==> src/rtl/logic_unit_pipe.sv <==
// Two-stage bitwise logic unit with valid/ready handshaking on both sides.
// S1 captures operands and op; S2 holds the computed result together with
// its zero flag, parity and the op that produced it. The stages form a
// two-entry elastic buffer: capacity is two beats, and throughput is one
// beat per cycle while the consumer keeps out_ready high.
module logic_unit_pipe #(
  parameter int WIDTH = 8,
  parameter int CNT_W = 16
) (
  input  logic             clk,
  input  logic             rst_n,
  input  logic             in_valid,
  output logic             in_ready,
  input  logic [WIDTH-1:0] in_a,
  input  logic [WIDTH-1:0] in_b,
  input  logic [2:0]       in_op,
  output logic             out_valid,
  input  logic             out_ready,
  output logic [WIDTH-1:0] out_y,
  output logic             out_zero,
  output logic             out_par,
  output logic [2:0]       out_op,
  output logic [CNT_W-1:0] done_cnt
);

  logic             s1_valid;
  logic [WIDTH-1:0] s1_a;
  logic [WIDTH-1:0] s1_b;
  logic [2:0]       s1_op;
  logic             s1_load;
  logic             s2_load;
  logic [WIDTH-1:0] res;

  // S2 frees up when empty or draining; S1 can refill whenever S2 takes its beat.
  // in_ready depends only on registered state and out_ready, never on in_valid.
  assign s2_load  = !out_valid || out_ready;
  assign s1_load  = !s1_valid || s2_load;
  assign in_ready = s1_load;

  // Lane-wise logic function selected by the op held in S1.
  always_comb begin
    res = '0;
    case (s1_op)
      3'b000:  res = s1_a & s1_b;
      3'b001:  res = s1_a | s1_b;
      3'b010:  res = ~(s1_a & s1_b);
      3'b011:  res = ~(s1_a | s1_b);
      3'b100:  res = s1_a ^ s1_b;
      3'b101:  res = ~(s1_a ^ s1_b);
      3'b110:  res = ~s1_a;
      default: res = s1_a;
    endcase
  end

  // Stage 1: operand capture. The valid bit follows in_valid on every advance,
  // so it clears when S1 hands its beat on and nothing new arrives.
  always_ff @(posedge clk or negedge rst_n) begin
    if (!rst_n) begin
      s1_valid <= 1'b0;
      s1_a     <= '0;
      s1_b     <= '0;
      s1_op    <= '0;
    end else if (s1_load) begin
      s1_valid <= in_valid;
      if (in_valid) begin
        s1_a  <= in_a;
        s1_b  <= in_b;
        s1_op <= in_op;
      end
    end
  end

  // Stage 2: result register. Nothing changes while stalled, which keeps the
  // presented beat stable under backpressure.
  always_ff @(posedge clk or negedge rst_n) begin
    if (!rst_n) begin
      out_valid <= 1'b0;
      out_y     <= '0;
      out_zero  <= 1'b1;
      out_par   <= 1'b0;
      out_op    <= '0;
    end else if (s2_load) begin
      out_valid <= s1_valid;
      if (s1_valid) begin
        out_y    <= res;
        out_zero <= (res == '0);
        out_par  <= ^res;
        out_op   <= s1_op;
      end
    end
  end

  // Completed-result counter; wraps silently.
  always_ff @(posedge clk or negedge rst_n) begin
    if (!rst_n) begin
      done_cnt <= '0;
    end else if (out_valid && out_ready) begin
      done_cnt <= done_cnt + CNT_W'(1);
    end
  end

endmodule

==> config.mk <==
export PLATFORM = sky130hd
export DESIGN_NAME = logic_unit_pipe
export DESIGN_NICKNAME = d
export VERILOG_FILES = /design/src/rtl/logic_unit_pipe.sv
export SDC_FILE = /design/constraint.sdc
export NUM_CORES = 1
export LEC_CHECK = 0
export BUFFER_PORTS_ARGS = -buffer_cell sky130_fd_sc_hd__buf_2
export CORE_MARGIN = 2
export CORE_UTILIZATION = 56
export DETAILED_ROUTE_END_ITERATION = 10
export PLACE_DENSITY = 0.84
export SETUP_SLACK_MARGIN = 0.3
export SYNTH_ARGS = -nofsm -noshare
export SYNTH_HDL_FRONTEND = slang
export SYNTH_SLANG_ARGS = --single-unit
==> constraint.sdc <==
create_clock -name clk -period 3.13 [get_ports clk]
set_input_delay 0.1565 -clock clk [delete_from_list [all_inputs] [get_ports clk]]
set_output_delay 0.1565 -clock clk [all_outputs]
set_load 0.005 [all_outputs]
==> results_dict.tcl, run 1 <==
set metrics [dict create \
    status "finished clean" \
    dr.pass1.iters 4 \
    drive_above_1_share_pct 28.83 \
    async_flop_share_pct 100.0 \
    worstPathMaxFanout 20 \
    via_per_inst 5.111 \
    intPower_w 0.001427 \
    hold_path_class "primary input to flop" \
    post-cts-setup-buffers 0 \
    setup_viol 0 \
    grt_max_degree 28 \
    grt_pass1_wl_mm 9.404 \
    final_cell_area_um2 3363 \
    relSlewSlack_pct 43.70 \
    core_area_um2 5107 \
    finalPower_w 0.002128 \
    yosys-top-cells-count "dfrtp_1 (49), ha_1 (21), inv_1 (21), xnor2_1 (21), nor2_1 (16)" \
    num_io_pins 54 \
    endpoint_kind "flop" \
    die_w_um 76.72 \
    r2r_start "s1_op[0]$_DFFE_PN0P_" \
    worst-path-buf-inv 1 \
    vias 2024 \
    power.density_nw_per_um2 632.6 \
    clk_latency_ns 0.30 \
    clockBufferDepth 2 \
    setup_ws_ns 0.5634 \
    antenna_found_initial 0 \
    h-tree-depth 2 \
    fin_nets 369 \
    cp.arrival_ns 2.71 \
    seqPwrFrac_pct 42.6 \
    syn_avg_cell_area_um2 10.93 \
    synthTopCellsByArea "dfrtp_1 (41%), ha_1 (8.9%), xnor2_1 (6.2%), mux2_1 (4.6%), mux2_2 (3.8%)" \
    portBuffers 53 \
    ys_seq_area_share_pct 42.29 \
    finalHoldViolations 0 \
    dpl.hpwl_mm 4.122 \
    synth_top_cell_area_share_pct 41.40 \
    crit_path_start_kind "flop" \
    rsz0062_at_grt "no" \
    placed_area_um2 3243 \
    cts-root-buf "clkbuf_8" \
    synth-main-ff-cell "dfrtp_1" \
    post-route-period-util_pct 82.00 \
    row_count 26 \
    final_antenna_net_count 0 \
    switchingPower_w 0.0007002 \
    hold_start "in_a[0]" \
    p_leak_nw 1.644 \
    clk_pin_slew_worst_paths_ns 0.09 \
    grt_usage_pct 19.79 \
    first_iter_violations 49 \
    die_y_um 76.72 \
    pwr-share-comb_pct 36.4 \
    rrSetupSlack_ns 0.56 \
    antennaDiodeCount 0 \
    synthDistinctLibCells 44 \
    worst_path_largest_cell_delay_ns 0.69 \
    critical_path.top_delay_family "flip-flops" \
    initial_utilization_pct 57.99 \
    ys_ff_latch 50 \
    worstMarginPinSlew_ns 0.8445 \
    crit_required_ns 3.27 \
    grt_pass1_vias 2041 \
    synthCells 271 \
    whs_ns 0.06061 \
    synth.most_common_cell "dfrtp_1" \
    fin_crit_ns 2.567 \
    syn_nets 315 \
    die_area_um2 5886 \
    clock-skew-final_ns 0.004169 \
    route.detailed.drc 0 \
    cp-startpoint "s1_op[0]$_DFFE_PN0P_" \
    clock.fmax_mhz 389.6 \
    grt-ovfl-total 0 \
    synth_edf_count 0 \
    slew_viol_final 0 \
    setup.worst_path.class "flop to flop" \
    drt-total-wl_mm 5.262 \
    yosysTopAreaCell "dfrtp_1" \
    peakVddDrop_uv 351.9 \
    cap_violations 0 \
    cts_tree "built" \
    crit_chain "buf_4, nor2_1, a21oi_2, mux2_4, nor2_1, ha_1, xnor2_1, xnor2_1, o21ai_0" \
    dpl_worst_slack_ns 0.5742 \
    synth_area_um2 2962 \
    routedWlPerCell_um 13.29 \
    pwr-share-clk_pct 21.0 \
    p_sw_share_pct 32.91 \
    critical_path.slowest_cell "dfrtp_1" \
    gp_congestion 0.7970 \
    cts_buffers 5 \
    area_delta_synth_final_pct 13.56 \
    fin_setup_tns_ns 0 \
    cts_sinks 50 \
    ys_warn_count 0 \
]
==> sequential cells by signal (all words and copies together) (netlist names) <==
signal	cells
out_zero	1
s1_op	3
s1_a	8
out_op	3
done_cnt	16
out_valid	1
out_y	8
out_par	1
s1_b	8
s1_valid	1
==> power by group through the flow <==
stage	clock network (W)	registers [W]	logic, W
5_1_grt	0.000480	0.000931	0.000880
3_5_place_dp	0	0.000920	0.000782
3_3_place_gp	0	0.000913	0.000753
4_1_cts	0.000459	0.000907	0.000786
6_report	0.000447	0.000907	0.000775
2_1_floorplan	0	0.000895	0.000596
==> placed cells by master, fill, tap and decap left out, types with 4 or more instances in the layout <==
| cell type | count |
|---|---|
| ha_1 | 21 |
| mux2_4 | 6 |
| nand4_1 | 4 |
| nand2b_1 | 8 |
| a21oi_2 | 4 |
| nor2_1 | 16 |
| mux2_1 | 12 |
| a21oi_1 | 4 |
| buf_2 | 53 |
| o31a_1 | 4 |
| o22ai_1 | 6 |
| nand2_1 | 15 |
| clkbuf_8 | 5 |
| inv_1 | 21 |
| xnor2_1 | 21 |
| xor2_1 | 9 |
| dfrtp_1 | 49 |
| nand3_1 | 8 |
| mux2_2 | 10 |
| o21ai_0 | 5 |
==> final timing paths <==
check                      cells after the start                   end
max                                            9   out_par$_DFFE_PN0P_
max reg2reg                                    9   out_par$_DFFE_PN0P_
min in group asynchronous                      2   s1_b[6]$_DFFE_PN0P_
min                                            2   s1_a[0]$_DFFE_PN0P_
max in group asynchronous                      3  s1_valid$_DFFE_PN0N_
min reg2reg                                    2  out_zero$_DFFE_PN1P_
==> cell families (layout without fill, tap and decap cells) <==
| family | after synthesis | after routing | share of synthesized area [%] |
|---|---|---|---|
| AND/OR/NAND/NOR | 75 | 75 | 13.69 |
| adder cells (fa/ha/maj) | 21 | 21 | 8.872 |
| XOR/XNOR | 30 | 30 | 8.872 |
| AO/OA/AOI/OAI | 35 | 35 | 8.618 |
| buffers and inverters | 30 | 85 | 5.577 |
| multiplexers | 30 | 30 | 12.08 |
| flip-flops | 50 | 50 | 42.29 |
==> cell type report <==
type / count / area [um^2]
clock buffer: 6 / 72.57
clock inverter: 2 / 37.54
fill: 424 / 1744
inverter: 21 / 78.83
multi-input combinational: 191 / 1544
sequential: 50 / 1252
tap: 70 / 87.58
timing repair buffer: 56 / 290.3
==> repair_timing <==
item	4_1_cts	5_1_grt
endpoints found under the hold margin	22	0
resized for setup	0	0
hold buffers	1	0
==> worst reg2reg max path, cell delays in order (launching register included) <==
cell and delay (ns):
dfrtp_1 0.69, buf_4 0.38, nor2_1 0.11, a21oi_2 0.14
mux2_4 0.32, nor2_1 0.11, ha_1 0.25, xnor2_1 0.19
xnor2_1 0.13, o21ai_0 0.10
==> routing by layer <==
layer	global-route usage, %	routed length, um
met2	31.93	2508
met5	0	0
met3	3.176	152
met1	27.30	2529
met4	6.727	72
==> metrics by stage <==
stage	utilization (%)	cells
5_1_grt	65.85	396
3_5_place_dp	63.50	387
6_report	65.85	396
3_3_place_gp	63.50	387
2_1_floorplan	-	271
4_1_cts	65.85	396
No activity file was read; power rests on OpenSTA's default activity.
==> run 2, diff against run 1 <==
==> constraint.sdc (replaced) <==
create_clock -name clk -period 2.6 [get_ports clk]
set_input_delay 0.13 -clock clk [delete_from_list [all_inputs] [get_ports clk]]
set_output_delay 0.13 -clock clk [all_outputs]
set_load 0.005 [all_outputs]
==> run 2 against run 1 <==
First-iteration DRC count grew to 3.0 times the previous value. Combinational power is 46% higher. Largest cell class unchanged. Sequential cell count stayed put. Die area stayed put. Critical endpoint unchanged. Wire length is 14% higher. Global-route usage is 1.3 points higher. Clock power is 21% higher. Critical path type unchanged.
==> results_dict.tcl, run 2 (synthesis gave the netlist of run 1 again) <==
set metrics [dict create \
    die_w_um 76.72 \
    setup.worst_path.class "flop to flop" \
    status "finished clean" \
    clk_latency_ns 0.31 \
    finalPower_w 0.002757 \
    routedWlPerCell_um 14.78 \
    holdBufCountCts 0 \
    cts_buffers 5 \
    dpl.hpwl_mm 4.028 \
    dp_cells 389 \
    initial_utilization_pct 57.99 \
    drive_above_1_share_pct 34.72 \
    register_area_um2 1255 \
    p_leak_nw 1.717 \
    grt_pass1_vias 2190 \
    h-tree-depth 2 \
    cap_violations 0 \
    final_common_cell "buf_2" \
    power.density_nw_per_um2 786.4 \
    rsz0062_at_grt "yes" \
    crit_required_ns 2.78 \
    relSlewSlack_pct 29.08 \
    fin_cells 407 \
    antennaDiodeCount 0 \
    peakVddDrop_uv 411.9 \
    endpoint_kind "flop" \
    route.detailed.drc 0 \
    critical_path.slowest_cell "dfrtp_1" \
    via_per_inst 5.307 \
    setup_viol 0 \
    grt-ovfl-total 0 \
    cp.arrival_ns 2.48 \
    clock.fmax_mhz 436.2 \
    clockBufferDepth 2 \
    cts-root-buf "clkbuf_8" \
    largest-register "done_cnt" \
    antenna_found_initial 0 \
    vias 2160 \
    dr.pass1.iters 4 \
    worstMarginPinSlew_ns 1.064 \
    grt_pass1_wl_mm 10.18 \
    die_area_um2 5886 \
    final_cell_mix "buf_2 (53), dfrtp_1 (47), inv_1 (20), ha_1 (20), xnor2_1 (19)" \
    finalHoldViolations 0 \
    die_y_um 76.72 \
    core_area_um2 5107 \
    post-route-period-util_pct 88.18 \
    num_io_pins 54 \
    clk_pin_slew_worst_paths_ns 0.09 \
    portBuffers 53 \
    multi_input_area_um2 1599 \
    fin_setup_tns_ns 0 \
    fin_nets 381 \
    largest_reg_flops 16 \
    fin_crit_ns 2.293 \
    first_iter_violations 145 \
    fillers 398 \
    cts_sinks 50 \
    row_count 26 \
    worstPathMaxFanout 3 \
    drt-total-wl_mm 6.014 \
    crit_path_start_kind "flop" \
    cts_tree "built" \
    gp_congestion 0.8451 \
    grt_max_degree 51 \
    final_antenna_net_count 0 \
    worst_path_largest_cell_delay_ns 0.36 \
    final_cell_area_um2 3506 \
    hold_path_class "primary input to asynchronous set/reset pin" \
    slew_viol_final 0 \
    grt_usage_pct 21.11 \
    placed_area_um2 3258 \
    clock-skew-final_ns 0.007605 \
    area_delta_synth_final_pct 18.38 \
    crit_chain "inv_1, ha_4, and3b_1, a31oi_2, nand2_1, o32ai_2, ha_1, xnor2_2, xnor2_1, o21ai_1" \
]
run 2: changes by cell type in the layout (fill, tap and decap cells not counted), moves of 2 or more:
| cell | before | now |
|---|---|---|
| buf_4 | 2 | 15 |
| a31oi_1 | 2 | 0 |
| a31oi_2 | 0 | 2 |
| dfrtp_1 | 49 | 47 |
| dfrtp_2 | 0 | 2 |
| o32ai_1 | 2 | 0 |
| o32ai_2 | 0 | 2 |
| xnor2_1 | 21 | 19 |
| xnor2_2 | 0 | 2 |
run 2: critical path: cells and delay by family (launching register included):
family	cells	cell delay, ns
adders and majority gates	2	0.56
AOI/OAI and AO/OA	3	0.55
DFF	1	0.36
xor gates and xnor gates	2	0.36
and+or+nand+nor	2	0.27
buffers and inverters	1	0.07
run 2: worst paths after layout:
| kind | start | to | slack (ns) | depth (start not counted) |
|---|---|---|---|---|
| min in group clk | in_a[5] | s1_a[5]$_DFFE_PN0P_ | 0.04 | 2 |
| min | rst_n | s1_a[5]$_DFFE_PN0P_ | 0.01 | 1 |
| max | s1_a[4]$_DFFE_PN0P_ | out_par$_DFFE_PN0P_ | 0.31 | 10 |
| max in group asynchronous | rst_n | s1_op[0]$_DFFE_PN0P_ | 1.87 | 1 |
| max reg2reg | s1_a[4]$_DFFE_PN0P_ | out_par$_DFFE_PN0P_ | 0.31 | 10 |
| min reg2reg | out_op[2]$_DFFE_PN0P_ | out_op[2]$_DFFE_PN0P_ | 0.48 | 2 |
run 2: layout make-up:
| class | count | area share, % |
|---|---|---|
| multi-input cells | 191 | 45.61 |
| flip-flops and latches | 50 | 35.80 |
| repair buffers | 68 | 10.78 |
| well taps | 70 | 2.498 |
| inverters | 21 | 2.248 |
| clock buffers | 5 | 1.963 |
| clock inverters | 2 | 1.106 |
run 2: where the power goes:
part           leakage, nW  switching [W]  internal, W  total (W)
combinational         1.06       0.000537     0.000590    0.00113
clock               0.0542       0.000257     0.000283   0.000540
sequential           0.605       0.000151     0.000938    0.00109
run 2: metal layers:
layer  GRT usage (%)  part of all wire (%)
met5               0                     0
met4           6.182                   1.5
met3           3.882                   5.0
met2           35.35                    48
met1           28.08                    46
run 2: per-stage QoR:
step	utilization (%)	hold slack, ns	setup slack (ns)
finish	68.64	0.009553	0.3072
global route	68.64	0.03277	0.1437
CTS	67.96	0.03453	0.3117
detailed placement	63.79	0.3505	0.1783
global placement	63.79	0.3397	0.2730
floorplan	-	-0.1656	0.4319
run 2: what timing repair did:
| item | in CTS | in global routing |
|---|---|---|
| setup endpoints to repair | 1 | 1 |
| setup buffers | 8 | 3 |
| resized for setup | 8 | 3 |
| pin swaps | 6 | 6 |
| gates cloned | 0 | 0 |
==> run 3, diff against run 2 <==
--- a/config.mk
+++ b/config.mk
@@ -7,9 +7,9 @@
 export LEC_CHECK = 0
 export BUFFER_PORTS_ARGS = -buffer_cell sky130_fd_sc_hd__buf_2
 export CORE_MARGIN = 2
-export CORE_UTILIZATION = 56
+export CORE_UTILIZATION = 50
 export DETAILED_ROUTE_END_ITERATION = 10
-export PLACE_DENSITY = 0.84
+export PLACE_DENSITY = 0.8
 export SETUP_SLACK_MARGIN = 0.3
 export SYNTH_ARGS = -nofsm -noshare
 export SYNTH_HDL_FRONTEND = slang
==> constraint.sdc (replaced) <==
create_clock -name clk -period 2 [get_ports clk]
set_input_delay 0.1 -clock clk [delete_from_list [all_inputs] [get_ports clk]]
set_output_delay 0.1 -clock clk [all_outputs]
set_load 0.005 [all_outputs]
==> run 3 against run 2 <==
The flow now finishes with violations (negative setup slack). Sequential cell count stayed put. Worst hold slack gained 0.00064 ns. Worst setup slack worse by 0.52 ns. Global-route usage down 2.5 points. Fmax is 3.6% higher. Clock-buffer cell count unchanged. Critical endpoint unchanged. Largest power group unchanged.
==> results_dict.tcl, run 3 (synthesis gave the netlist of run 1 again) <==
set metrics [dict create \
    path_depth 10 \
    peakVddDrop_uv 489.1 \
    hold_start "in_b[6]" \
    r2r_start "s1_b[3]$_DFFE_PN0P_" \
    h-tree-depth 2 \
    dpl_worst_slack_ns -0.2391 \
    num_io_pins 54 \
    cts_buffers 5 \
    setup_ws_ns -0.2126 \
    core_area_um2 5816 \
    r2r_end "out_par$_DFFE_PN0P_" \
    worstMarginPinSlew_ns 0.4546 \
    rrSetupSlack_ns -0.21 \
    cp.arrival_ns 2.40 \
    routedWlPerCell_um 13.02 \
    cap_violations 0 \
    slew_viol_final 0 \
    final_cell_mix "buf_2 (53), dfrtp_1 (48), buf_4 (29)" \
    p_leak_nw 1.803 \
    worst-path-buf-inv 1 \
    antenna_found_initial 0 \
    fin_crit_ns 2.213 \
    worstHoldPathCells 2 \
    power.density_nw_per_um2 946.3 \
    grt_usage_pct 18.58 \
    endpoint_kind "flop" \
    wl_met2_mm 2.699 \
    worstPathMaxFanout 3 \
    highest_layer "met4" \
    status "finished with violations" \
    dr.pass1.iters 4 \
    clock-skew-final_ns 0.006278 \
    setup_viol 1 \
    clock.fmax_mhz 452.0 \
    critical_path.slowest_cell "dfrtp_1" \
    hold_path_class "primary input to flop" \
    clk_pin_slew_worst_paths_ns 0.09 \
    grt_max_degree 51 \
    largest-register "done_cnt" \
    cts-root-buf "clkbuf_8" \
    grt-ovfl-total 0 \
    hold_end "s1_b[6]$_DFFE_PN0P_" \
    crit_path_start_kind "flop" \
    via_per_inst 5.000 \
    crit_required_ns 2.19 \
    crit_chain "inv_2, ha_4, and3b_1, a31oi_2, nand2_1, o32ai_2, ha_2, xnor2_2, xnor2_1, o21ai_1" \
    relSlewSlack_pct 69.53 \
    vias 2160 \
    drt-total-wl_mm 5.624 \
    route.detailed.drc 0 \
    grt_pass1_vias 2062 \
    area_delta_synth_final_pct 24.38 \
    antennaDiodeCount 0 \
    dpl.hpwl_mm 4.330 \
    die_area_um2 6555 \
    final_antenna_net_count 0 \
    final_common_cell "buf_2" \
    post-route-period-util_pct 110.6 \
    finalHoldViolations 0 \
    whs_ns 0.01020 \
    fin_nets 401 \
    drive_above_1_share_pct 38.38 \
    cp-startpoint "s1_b[3]$_DFFE_PN0P_" \
    rsz0062_at_grt "yes" \
    placed_area_um2 3480 \
    utilization_pct 63.34 \
    clockBufferDepth 2 \
    dp_cells 420 \
    grt_pass1_wl_mm 9.432 \
    cts_tree "built" \
    final_cell_area_um2 3684 \
    worst_path_largest_cell_delay_ns 0.37 \
    first_iter_violations 99 \
    critical_path.top_delay_family "adder cells" \
    fin_cells 432 \
    row_count 28 \
    cts_sinks 50 \
    die_y_um 80.96 \
    die_w_um 80.96 \
    violations "negative setup slack" \
    portBuffers 53 \
    gp_congestion 0.8164 \
    wl_met1_mm 2.642 \
    reg2reg_depth 10 \
    setup.worst_path.class "flop to flop" \
    clk_latency_ns 0.30 \
    largest_reg_flops 16 \
    initial_utilization_pct 50.93 \
    wl_met3_um 197 \
]
==> run 3: cell count changes in the layout (fill, tap and decap cells not counted), moves of 2 or more <==
cell / delta
clkinv_2: +2
dlygate4sd3_1: +4
ha_2: +2
buf_4: +14
ha_1: -3
==> run 3: what timing repair did <==
action,CTS,global route
pin swaps,4,1
hold buffers,4,0
buffers inserted,1,0
cloned,0,0
gates resized for setup,13,3
hold endpoints to repair,52,0
setup endpoints to repair,5,6
==> run 3: report_power, final <==
group | leakage [nW] | total (W) | switching [W] | internal, W
clock | 0.0438 | 0.000560 | 0.000325 | 0.000236
sequential | 0.606 | 0.00140 | 0.000179 | 0.00122
combinational | 1.15 | 0.00153 | 0.000678 | 0.000850
total | 1.80 | 0.00349 | 0.00118 | 0.00230
==> run 3: area by class of cell <==
type | instances | area (um^2)
fill | 478 | 2132
inverter | 21 | 78.83
clock buffer | 5 | 68.82
multi-input combinational | 191 | 1620
sequential | 50 | 1254
clock inverter | 2 | 10.01
timing repair buffer | 88 | 558.0
tap | 75 | 93.84
==> run 3: per-stage QoR <==
step,setup TNS [ns],total power (W)
global placement,-0.1715,0.002753
finish,-0.2126,0.003486
CTS,-0.2045,0.003519
floorplan,-0.1053,0.002347
detailed placement,-0.2391,0.002824
global route,-0.3041,0.003767
==> run 3: routing by layer <==
layer	GRT usage (%)	vias to the layer above
li1	-	1096
met1	25.78	1024
met2	29.42	35
met3	3.444	5
met4	6.102	0
met5	0	-
==> run 3: worst max-delay path by stage <==
stage                          endpoint  slack (ns)
finish              out_par$_DFFE_PN0P_       -0.21
detailed placement  out_par$_DFFE_PN0P_       -0.24
global placement    out_par$_DFFE_PN0P_       -0.17
global route        out_par$_DFFE_PN0P_       -0.30
CTS                 out_par$_DFFE_PN0P_       -0.20
floorplan           out_par$_DFFE_PN0P_       -0.11
